===== config.mk =====
export PLATFORM = sky130hd
export DESIGN_NAME = add_arbiter
export DESIGN_NICKNAME = d
export VERILOG_FILES = /design/src/rtl/add_arb_pkg.sv /design/src/rtl/rr_arbiter2.sv /design/src/rtl/add_arbiter.sv
export SDC_FILE = /design/constraint.sdc
export NUM_CORES = 1
export LEC_CHECK = 0
export CAP_MARGIN = 20
export CORE_ASPECT_RATIO = 1.4
export CORE_MARGIN = 2
export CORE_UTILIZATION = 43
export CTS_CLUSTER_SIZE = 28
export DETAILED_ROUTE_END_ITERATION = 8
export PLACE_DENSITY = 0.79
export SLEW_MARGIN = 20
export SYNTH_ARGS = -nofsm -noshare
export SYNTH_HDL_FRONTEND = slang
export SYNTH_SLANG_ARGS = --single-unit

===== constraint.sdc =====
create_clock -name clk -period 4.1 [get_ports clk]
set_clock_uncertainty 0.05 [all_clocks]
set_input_delay 0.41 -clock clk [delete_from_list [all_inputs] [get_ports clk]]
set_output_delay 0.41 -clock clk [all_outputs]
set_load 0.05 [all_outputs]

===== src/rtl/add_arb_pkg.sv =====
// Shared types and constants for the arbitrated adder slice.
package add_arb_pkg;

   localparam int unsigned DEF_WIDTH = 8;
   localparam int unsigned DEF_CNT_W = 8;

   localparam logic REQ0 = 1'b0;
   localparam logic REQ1 = 1'b1;

   // Registered adder result at the default width: carry-out above the sum.
   typedef struct packed {
      logic                 carry;
      logic [DEF_WIDTH-1:0] sum;
   } res_t;

endpackage


===== src/rtl/rr_arbiter2.sv =====
// Two-way round-robin arbiter: one-hot grant plus grant index.
// A lone requester wins outright; on contention the one that was not last granted wins.
module rr_arbiter2
   import add_arb_pkg::*;
(
   input  logic [1:0] valid,
   input  logic       last_grant,
   input  logic       en,
   output logic [1:0] grant,
   output logic       grant_idx
);

   // Combinational grant selection, suppressed entirely when not enabled.
   always_comb begin
      grant     = '0;
      grant_idx = REQ0;
      if (en) begin
         unique case (valid)
            2'b01: begin
               grant     = 2'b01;
               grant_idx = REQ0;
            end
            2'b10: begin
               grant     = 2'b10;
               grant_idx = REQ1;
            end
            2'b11: begin
               if (last_grant == REQ1) begin
                  grant     = 2'b01;
                  grant_idx = REQ0;
               end else begin
                  grant     = 2'b10;
                  grant_idx = REQ1;
               end
            end
            default: begin
               grant     = '0;
               grant_idx = REQ0;
            end
         endcase
      end
   end

endmodule


===== src/rtl/add_arbiter.sv =====
// Shares one registered WIDTH-bit adder between two valid/ready requesters,
// with round-robin grant, a single result slot and per-requester accept counters.
module add_arbiter
   import add_arb_pkg::*;
#(
   parameter int unsigned WIDTH = DEF_WIDTH,
   parameter int unsigned CNT_W = DEF_CNT_W
) (
   input  logic             clk,
   input  logic             rst,
   input  logic             req0_valid,
   output logic             req0_ready,
   input  logic [WIDTH-1:0] req0_a,
   input  logic [WIDTH-1:0] req0_b,
   input  logic             req1_valid,
   output logic             req1_ready,
   input  logic [WIDTH-1:0] req1_a,
   input  logic [WIDTH-1:0] req1_b,
   output logic             res_valid,
   input  logic             res_ready,
   output logic [WIDTH-1:0] res_sum,
   output logic             res_carry,
   output logic             res_id,
   output logic [CNT_W-1:0] cnt0,
   output logic [CNT_W-1:0] cnt1
);

   logic             slot_free;
   logic             arb_en;
   logic [1:0]       grant;
   logic             grant_idx;
   logic             accept0;
   logic             accept1;
   logic             accept_any;
   logic             last_grant;
   logic [WIDTH-1:0] op_a;
   logic [WIDTH-1:0] op_b;
   logic [WIDTH:0]   sum_full;

   assign slot_free = !res_valid || res_ready;
   assign arb_en    = slot_free && !rst;

   rr_arbiter2 u_arb (
      .valid      ({req1_valid, req0_valid}),
      .last_grant (last_grant),
      .en         (arb_en),
      .grant      (grant),
      .grant_idx  (grant_idx)
   );

   assign req0_ready = grant[0];
   assign req1_ready = grant[1];
   assign accept0    = req0_valid && req0_ready;
   assign accept1    = req1_valid && req1_ready;
   assign accept_any = accept0 || accept1;

   // Operand mux and WIDTH+1 adder feeding the result register.
   always_comb begin
      op_a     = (grant_idx == REQ1) ? req1_a : req0_a;
      op_b     = (grant_idx == REQ1) ? req1_b : req0_b;
      sum_full = {1'b0, op_a} + {1'b0, op_b};
   end

   // Result slot: load on accept (overriding a same-cycle drain), clear on drain only.
   always_ff @(posedge clk) begin
      if (rst) begin
         res_valid  <= 1'b0;
         res_sum    <= '0;
         res_carry  <= 1'b0;
         res_id     <= REQ0;
         last_grant <= REQ1;
      end else if (accept_any) begin
         res_valid  <= 1'b1;
         res_sum    <= sum_full[WIDTH-1:0];
         res_carry  <= sum_full[WIDTH];
         res_id     <= grant_idx;
         last_grant <= grant_idx;
      end else if (res_valid && res_ready) begin
         res_valid  <= 1'b0;
      end
   end

   // Wrapping per-requester accept counters.
   always_ff @(posedge clk) begin
      if (rst) begin
         cnt0 <= '0;
         cnt1 <= '0;
      end else begin
         if (accept0) cnt0 <= cnt0 + CNT_W'(1);
         if (accept1) cnt1 <= cnt1 + CNT_W'(1);
      end
   end

endmodule

==> results of run 1 <==
-- final timing paths --
check | start | end | depth (start not counted)
setup / recovery | req1_valid | res_sum[6] | 11
setup reg to reg | last_grant | res_sum[6] | 10
hold reg to reg | res_sum[0] | res_sum[0] | 2
hold / removal | res_sum[0] | res_sum[0] | 2
-- metrics by stage --
| step | utilization (%) | setup WS, ns | instances |
|---|---|---|---|
| 2_1_floorplan | - | 0.808 | 191 |
| 3_3_place_gp | 63.8 | 0.579 | 291 |
| 3_5_place_dp | 63.8 | 0.531 | 291 |
| 4_1_cts | 64.9 | 0.807 | 294 |
| 5_1_grt | 65.0 | 0.625 | 294 |
| 6_report | 65.0 | 0.824 | 294 |
-- critical path: stages --
cell and delay, ns:
clkdlybuf4s50_1 0.50, a21bo_2 0.26, nor3_2 0.13, buf_4 0.26, mux2_2 0.37, ha_1 0.22
fa_1 0.43, a211oi_1 0.32, o21bai_1 0.16, a211o_1 0.31, nand4_1 0.06
-- routing by layer --
layer | track usage (%) | up-vias
met1 | 21.1 | 750
li1 | - | 823
met4 | 7.14 | 0
met3 | 2.67 | 8
met5 | 0 | -
met2 | 32.8 | 53
-- cell families after synthesis --
family                     after synthesis
and+or+nand+nor                         63
xor gates and xnor gates                 5
adders and majority gates               11
AOI/OAI and AO/OA                       49
buffers and inverters                   16
muxes                                   19
DFF                                     28
-- state kept, by name, summed over array words and instances (netlist names) --
name,count
last_grant,1
res_id,1
cnt0,8
res_sum,8
res_carry,1
res_valid,1
cnt1,8
-- area by class of cell --
class,instances,area (sq um)
multi-input combinational,147,1040
clock buffer,3,41.3
tap,42,52.6
timing repair buffer,68,673
fill,336,1290
inverter,6,22.5
sequential,28,561
-- where the power goes --
part	total, W	switching, W	internal (W)
Combinational	0.000241	0.000132	0.000109
Clock	0.000147	0.0000808	0.0000659
Sequential	0.000298	0.0000106	0.000288
Total	0.000686	0.000223	0.000462
-- placed cells by master, fill, tap and decap left out, types with 2 or more instances in the layout --
cell	count
nor3_2	2
nor3_1	2
or4_1	3
nor4_1	2
nand4_1	5
inv_1	4
nand2_1	16
nor2_1	11
mux2i_1	3
o31ai_1	4
nand3_1	9
and3_1	2
o21a_1	2
buf_4	3
o21ai_0	11
a21oi_1	19
clkbuf_8	3
a211oi_1	4
a211o_1	2
ha_1	10
or3_1	6
mux2_2	16
dfxtp_1	28
xnor2_1	5
clkdlybuf4s50_1	65
==> run summary, run 1 <==
Status -> finished clean
Worst setup SP type -> primary input
Main flop type after synthesis -> dfxtp_1
Total Neg Setup Slack -> 0 ns
Root buffer cell -> clkbuf_8
CP Data Required Time -> 4.26 ns
Yosys reg bits -> 28
Mapped Area -> 0.00167 sq mm
DRC Markers -> 0
Initial Util -> 45.3%
Worst EP arrival -> 3.44 ns
Total GRT Usage -> 18.2%
Ports -> 66
CTS tree -> yes
Setup Crit Path Kind -> primary input to flip-flop
Synth Area in Compound Gates -> 18.0%
Fraction of layout cells with a size suffix above 1 -> 11.9%
First DRT Iteration DRCs -> 38
NumNets Final -> 302
Mux contribution to synthesized area -> 12.6%
Yosys warns -> 0
Final instance area -> 0.00239 sq mm
Async SR Flop Fraction -> 0%
Hpwl dp -> 3.02 mm
Slew at the pin with the worst max-slew slack -> 0.644 ns
Post-CTS setup buffers -> 0
Worst Setup End Kind -> flip-flop
Seq/Total Area, Yosys -> 33.7%
Worst hold slack -> 0.409 ns
Global-route wire length before repair -> 6.55 mm
Hold buffers post-CTS -> 0
Max Buffers Root-to-Sink -> 2
Synth Area in XOR/XNOR -> 2.63%
WL final -> 3.80 mm
Min Tclk post-route -> 3.28 ns
WL met1 -> 1.57 mm
Vias -> 1,634
Most frequent cell after synthesis -> dfxtp_1
Final GP Congestion -> 0.816
Post-synth top cells -> 28 x dfxtp_1, 19 x a21oi_1, 16 x mux2_2, 16 x nand2_1
Antenna violations before repair -> 0
Synth Area in Adders -> 8.72%
Pwr dens -> 287 mW/mm^2
RSZ-0062 raised after global routing -> false
EDFF count, synth -> 0
Fmax -> 305 MHz
Aggregate global routing overflow -> 0
Via density -> 5.56
Synthesized area per cell -> 8.72 sq um
Largest family of logic cells by synthesized area -> simple AND/OR/NAND/NOR gates
Relative slew slack -> 56.8%
DR WL met3 -> 182 microns
Worst skew pair latency -> 0.27 ns
Final setup fails -> 0
R2r setup slk -> 1.18 ns
Total power -> 0.000686 W
Max_cap viols -> 0
Max IR drop VDD -> 196 uV
Tcrit/Tclk final -> 79.9%
Num Clock Sinks -> 28
IO buf count -> 65
DR top layer -> met4
Full die area -> 0.00439 sq mm
P&R area growth vs syn -> 43.5%
Static leakage -> 0.865 nW
Area share of the largest cell type after synthesis -> 33.7%
Metal2 WL -> 1.99 mm
Post-Syn Instances -> 191
CTS clk-pin slew, worst paths -> 0.09 ns
ANT cells -> 0
Final Max Slew Viols -> 0
Crit-path max FO -> 16
Rows -> 26
Synth Area in Simple Gates -> 19.8%
Distinct cell type count after synthesis -> 38
Core ar. -> 0.00368 sq mm
Chip Width -> 56.6 microns
CTS resizes -> 0
Largest net degree at the start of global routing -> 30
CTS buffer count -> 3
Wire length per cell -> 12.9 microns
Largest cells by area after synthesis -> dfxtp_1 34%, mux2_2 11%, ha_1 7.5%, a21oi_1 5.7%, nand2_1 3.6%
Synthesized Nets -> 239
Synth area leader -> dfxtp_1
CTS H-Tree Depth -> 1
Post-DP Area -> 0.00234 sq mm
DIE HEIGHT -> 77.6 microns
Final Hold Fails -> 0
Final ANT Viol Nets -> 0
Hold WC Path Type -> flip-flop to flip-flop
Drt first pass iters -> 4
Vias in the first global route -> 1,551
(Power assumes the default switching activity.)
==> run 2, diff against run 1 <==
- CORE_UTILIZATION: 43 -> 39
- PLACE_DENSITY: 0.79 -> 0.76
- clock period: 4.1 -> 2.9 ns (I/O delays scaled with it)
==> run 2 against run 1 <==
  * Utilization fell by 2.6 points
  * Non-clock buffer count rose by 17
  * Setup slack got worse by 0.77 ns
  * Sequential cell count did not move
  * Via count rose by 4.0%
  * Register-to-register slack got worse by 0.91 ns
  * Cell area rose by 8.8%
  * Sequential share of layout area fell by 1.9 points
  * Critical endpoint is now res_sum[4]
  * Largest cell class unchanged
  * Largest power group unchanged
==> run summary, run 2 (synthesized netlist as in run 1, its figures left out) <==
Via density -> 5.39 (was 5.56)
Status -> finished clean (unchanged)
IO buf count -> 65 (unchanged)
Worst setup SP type -> primary input (unchanged)
Most frequent cells in the layout -> 63 x clkdlybuf4s50_1, 27 x dfxtp_1, 19 x buf_4 (was 65 x clkdlybuf4s50_1, 28 x dfxtp_1, 19 x a21oi_1)
Worst Setup End Kind -> flip-flop (unchanged)
DIE HEIGHT -> 81.3 microns (was 77.6 microns)
Sequential cell area -> 562 sq um (was 561 sq um)
Hold WC Path Type -> flip-flop to flip-flop (unchanged)
Root buffer cell -> clkbuf_8 (unchanged)
First DRT Iteration DRCs -> 26 (was 38)
Post-DP Area -> 0.00250 sq mm (was 0.00234 sq mm)
Area of the multi-input gates -> 0.00108 sq mm (was 0.00104 sq mm)
Static leakage -> 0.970 nW (was 0.865 nW)
Rows -> 28 (was 26)
Setup Crit Path Kind -> primary input to flip-flop (unchanged)
Final ANT Viol Nets -> 0 (unchanged)
CP Data Required Time -> 3.01 ns (was 4.26 ns)
CP max stage cell -> clkdlybuf4s50_1 (unchanged)
CTS tree -> yes (unchanged)
Aggregate global routing overflow -> 0 (unchanged)
Core ar. -> 0.00417 sq mm (was 0.00368 sq mm)
DRC Markers -> 0 (unchanged)
CTS H-Tree Depth -> 1 (unchanged)
Drt first pass iters -> 4 (unchanged)
RSZ-0062 raised after global routing -> true (was false)
Registers with the most flip-flops -> cnt0: 8 flops, cnt1: 8 flops, res_sum: 8 flops (unchanged)
Most common cell after layout, fill and taps aside -> clkdlybuf4s50_1 (unchanged)
WL final -> 4.18 mm (was 3.80 mm)
Final GP Congestion -> 0.824 (was 0.816)
Final instance area -> 0.00260 sq mm (was 0.00239 sq mm)
Chip Width -> 59.2 microns (was 56.6 microns)
Fmax -> 351 MHz
Global-route wire length before repair -> 7.00 mm (was 6.55 mm)
NumNets Final -> 319 (was 302)
Crit-path cells -> clkdlybuf4s50_1 -> a21bo_2 -> nor3_4 -> mux2_2 -> ha_1 -> fa_2 -> a21o_1 -> a211o_1 -> o211ai_1 -> a21oi_1 (was clkdlybuf4s50_1 -> a21bo_2 -> nor3_2 -> buf_4 -> mux2_2 -> ha_1 -> fa_1 -> a211oi_1 -> o21bai_1 -> a211o_1 -> nand4_1)
Total GRT Usage -> 18.5% (was 18.2%)
Full die area -> 0.00482 sq mm (was 0.00439 sq mm)
CTS clk-pin slew, worst paths -> 0.10 ns (was 0.09 ns)
Max IR drop VDD -> 212 uV (was 196 uV)
Pwr dens -> 410 mW/mm^2 (was 287 mW/mm^2)
Final Max Slew Viols -> 0 (unchanged)
Vias -> 1,699 (was 1,634)
Max_cap viols -> 0 (unchanged)
Slew at the pin with the worst max-slew slack -> 0.518 ns (was 0.644 ns)
Num Clock Sinks -> 28 (unchanged)
Layout Cells excl Fill -> 315 (was 294)
Worst skew pair latency -> 0.27 ns (about the same)
Largest net degree at the start of global routing -> 30 (unchanged)
Antenna violations before repair -> 0 (unchanged)
Final setup fails -> 0 (unchanged)
Min Tclk post-route -> 2.85 ns
# fillers -> 351 (was 336)
Crit-path max FO -> 4 (was 16)
Wire length per cell -> 13.3 microns (was 12.9 microns)
ANT cells -> 0 (unchanged)
Post-CTS setup buffers -> 0 (unchanged)
Worst hold slack -> 0.413 ns (was 0.409 ns)
Relative slew slack -> 65.3% (was 56.8%)
CTS buffer count -> 3 (unchanged)
Fraction of layout cells with a size suffix above 1 -> 20.7% (was 11.9%)
Initial Util -> 39.9% (was 45.3%)
Vias in the first global route -> 1,684 (was 1,551)
Inst Count DP -> 311 (was 291)
Worst path max stage delay -> 0.50 ns (about the same)
P&R area growth vs syn -> 56.2% (was 43.5%)
Max Buffers Root-to-Sink -> 2 (unchanged)
Ports -> 66 (unchanged)
Worst EP arrival -> 2.96 ns (was 3.44 ns)
Final Hold Fails -> 0 (unchanged)
Tcrit/Tclk final -> 98.2%
Hpwl dp -> 3.21 mm (was 3.02 mm)
==> run 2: changes by cell type in the layout (fill, tap and decap cells not counted), sizes merged <==
cell	delta
clkdlybuf4s50	-2
buf	+19
clkbuf	+1
==> run 2: cell type report <==
class | count | area share [%]
Multi-Input combinational cell | 147 | 41.6
Timing Repair Buffer | 85 | 31.7
Sequential cell | 28 | 21.6
Tap cell | 45 | 2.16
Clock buffer | 4 | 2.12
Inverter | 6 | 0.866
==> run 2: stage by stage <==
stage	setup slack, ns	TNS [ns]	utilization [%]	power, W
after global routing	-0.0292	-0.0421	62.4	0.00113
after CTS	0.00955	0	61.7	0.00106
final	0.0523	0	62.4	0.00107
after detailed placement	-0.385	-1.73	60.0	0.000815
after floorplan	0.0207	0	-	0.000655
after global placement	-0.314	-1.31	60.0	0.000811
==> run 2: where the power goes <==
| part | switching, W | internal [W] | total [W] | leakage [nW] |
|---|---|---|---|---|
| Combinational | 0.000207 | 0.000195 | 0.000402 | 0.713 |
| Clock | 0.000121 | 0.000121 | 0.000242 | 0.0288 |
| Sequential | 0.0000162 | 0.000407 | 0.000423 | 0.229 |
| Total | 0.000344 | 0.000723 | 0.00107 | 0.970 |
==> run 2: worst max-delay path: cells and delay by family <==
| kind | cells | cell delay, ns |
|---|---|---|
| adder cells (fa/ha/maj) | 2 | 0.63 |
| buffers and inverters | 1 | 0.50 |
| multiplexers | 1 | 0.38 |
| AND/OR/NAND/NOR | 1 | 0.23 |
| AO/OA/AOI/OAI | 5 | 0.93 |
==> run 2: routing by layer <==
layer	wire, microns	track usage, %	vias to the layer above
li1	-	-	857
met4	79	8.64	0
met3	216	3.98	8
met2	2180	32.6	50
met1	1710	20.7	784
met5	0	0	-
==> run 2: worst paths after layout <==
| check | end | cells past startpoint | slack (ns) | startpoint |
|---|---|---|---|---|
| setup reg to reg | res_sum[4] | 9 | 0.27 | last_grant |
| hold / removal | res_sum[4] | 2 | 0.41 | res_sum[4] |
| setup / recovery | res_sum[4] | 10 | 0.05 | req1_valid |
| hold reg to reg | res_sum[4] | 2 | 0.41 | res_sum[4] |
==> run 2: what timing repair did <==
action                                  4_1_cts  5_1_grt
endpoints found under the hold margin         0        0
resized for setup                             4        5
endpoints found under the setup margin        4        5
hold buffers                                  0        0
pin swaps                                     3        2
==> edit: new RTL, settings of run 1 <==
The package constant `DEF_WIDTH` goes from 8 to 6.
--- a/src/rtl/add_arb_pkg.sv
+++ b/src/rtl/add_arb_pkg.sv
@@ -2,5 +2,5 @@
 package add_arb_pkg;
 
-   localparam int unsigned DEF_WIDTH = 8;
+   localparam int unsigned DEF_WIDTH = 6;
    localparam int unsigned DEF_CNT_W = 8;
 
Ports: changed (5 resized); port bits go from 66 to 56. No check against the original RTL was run, so the function may have changed too.
==> edit against run 1 <==
  * Non-clock buffer count fell by 11
  * Final area fell by 12%
  * Power fell by 13%
  * Worst setup slack improved by 0.18 ns
  * Synthesized area fell by 10%
  * Wire length fell by 9.0%
  * Critical path depth did not move
  * Sequential cell count fell by 2
  * Highest routed layer unchanged
==> edit: results (changes against run 1) <==
Outcome: finished clean
VDD IR max: 197 µV (+0.58%)
Clk pwr share: 0.238 (+0.024)
WL met3: 221 µm (+21%)
RD Place Congestion: 0.822 (+0.64%)
Metal1 wirelength: 1.49 mm (-4.7%)
Placed inst area: 2060 µm² (-12%)
IO buf count: 55 (-15%)
Post-Syn Nets: 204 (-15%)
Grt met2 use: 0.321 (-0.00677)
Pleak: 0.000823 µW (-4.8%)
HPWL after DPL: 2.64 mm (-13%)
Top flop regs: cnt0 (8), cnt1 (8), res_sum (6)
Worst-path maximum fanout: 13 (-3)
Post-synth top cells: dfxtp_1 (26), nand2_1 (16), nor2_1 (14)
Vias in the first global route: 1258 (-19%)
Total Wirelength: 3.46 mm (-9.0%)
Layout cells sized above 1: 0.0548 (-0.0643)
Seq/Total Area, Yosys: 0.349 (+0.0124)
Largest cells by area after synthesis: dfxtp_1 (35%), mux2_1 (9.8%), ha_1 (6.7%)
Via count: 1403 (-14%)
Slowest cell on crit path: and3_1
Syn Inst Count: 166 (-13%)
Wire length on met2: 1.69 mm (-15%)
Sw Share: 0.313 (-0.0129)
Fill cell count: 281 (-16%)
Hold Path End: res_sum[2]
DRT iter0 DRCs: 13 (-66%)
Tightest hold margin: 0.408 ns (-0.00118 ns)
Slew headroom: 0.628 (+0.0600)
Comb pwr share: 0.307 (-0.045)
R2R setup slack: 1.36 ns (+0.18 ns)
Post-synthesis cell type count: 46 (+21%)
Final min period: 3.10 ns (-0.176 ns)
Vias per cell: 5.42 (-2.5%)
Largest net degree at the start of global routing: 24 (-20%)
Worst EP arrival: 3.25 ns (-0.19 ns)
Critical path's largest stage delay: 0.54 ns (+0.04 ns)
Hold_sp: res_sum[2]
Grt met3 use: 0.0285 (+0.00179)
edit: cell count changes after synthesis, sizes merged, moves of 4 or more:
cell           run 1  this run
a21oi             19         8
inv                5         9
o21ai             11         5
or3                7         1
clkbuf             8         2
edit: logic make-up (layout without fill, tap and decap cells):
| group | count (synthesis) | after routing | share of synthesized area |
|---|---|---|---|
| xor gates and xnor gates | 5 | 5 | 0.0294 |
| adders and majority gates | 9 | 9 | 0.0805 |
| DFF | 26 | 26 | 0.349 |
| AOI/OAI and AO/OA | 29 | 29 | 0.133 |
| and+or+nand+nor | 61 | 61 | 0.215 |
| muxes | 19 | 19 | 0.142 |
| buffers and inverters | 17 | 70 | 0.0520 |
edit: layout make-up:
type                            instances  area (µm²)  area share
Clock buffer                            3        41.3      0.0196
Inverter                               10        37.5      0.0178
Timing Repair Buffer                   57         563       0.267
Tap cell                               40        50.0      0.0238
Multi-Input combinational cell        123         893       0.424
Sequential cell                        26         520       0.247
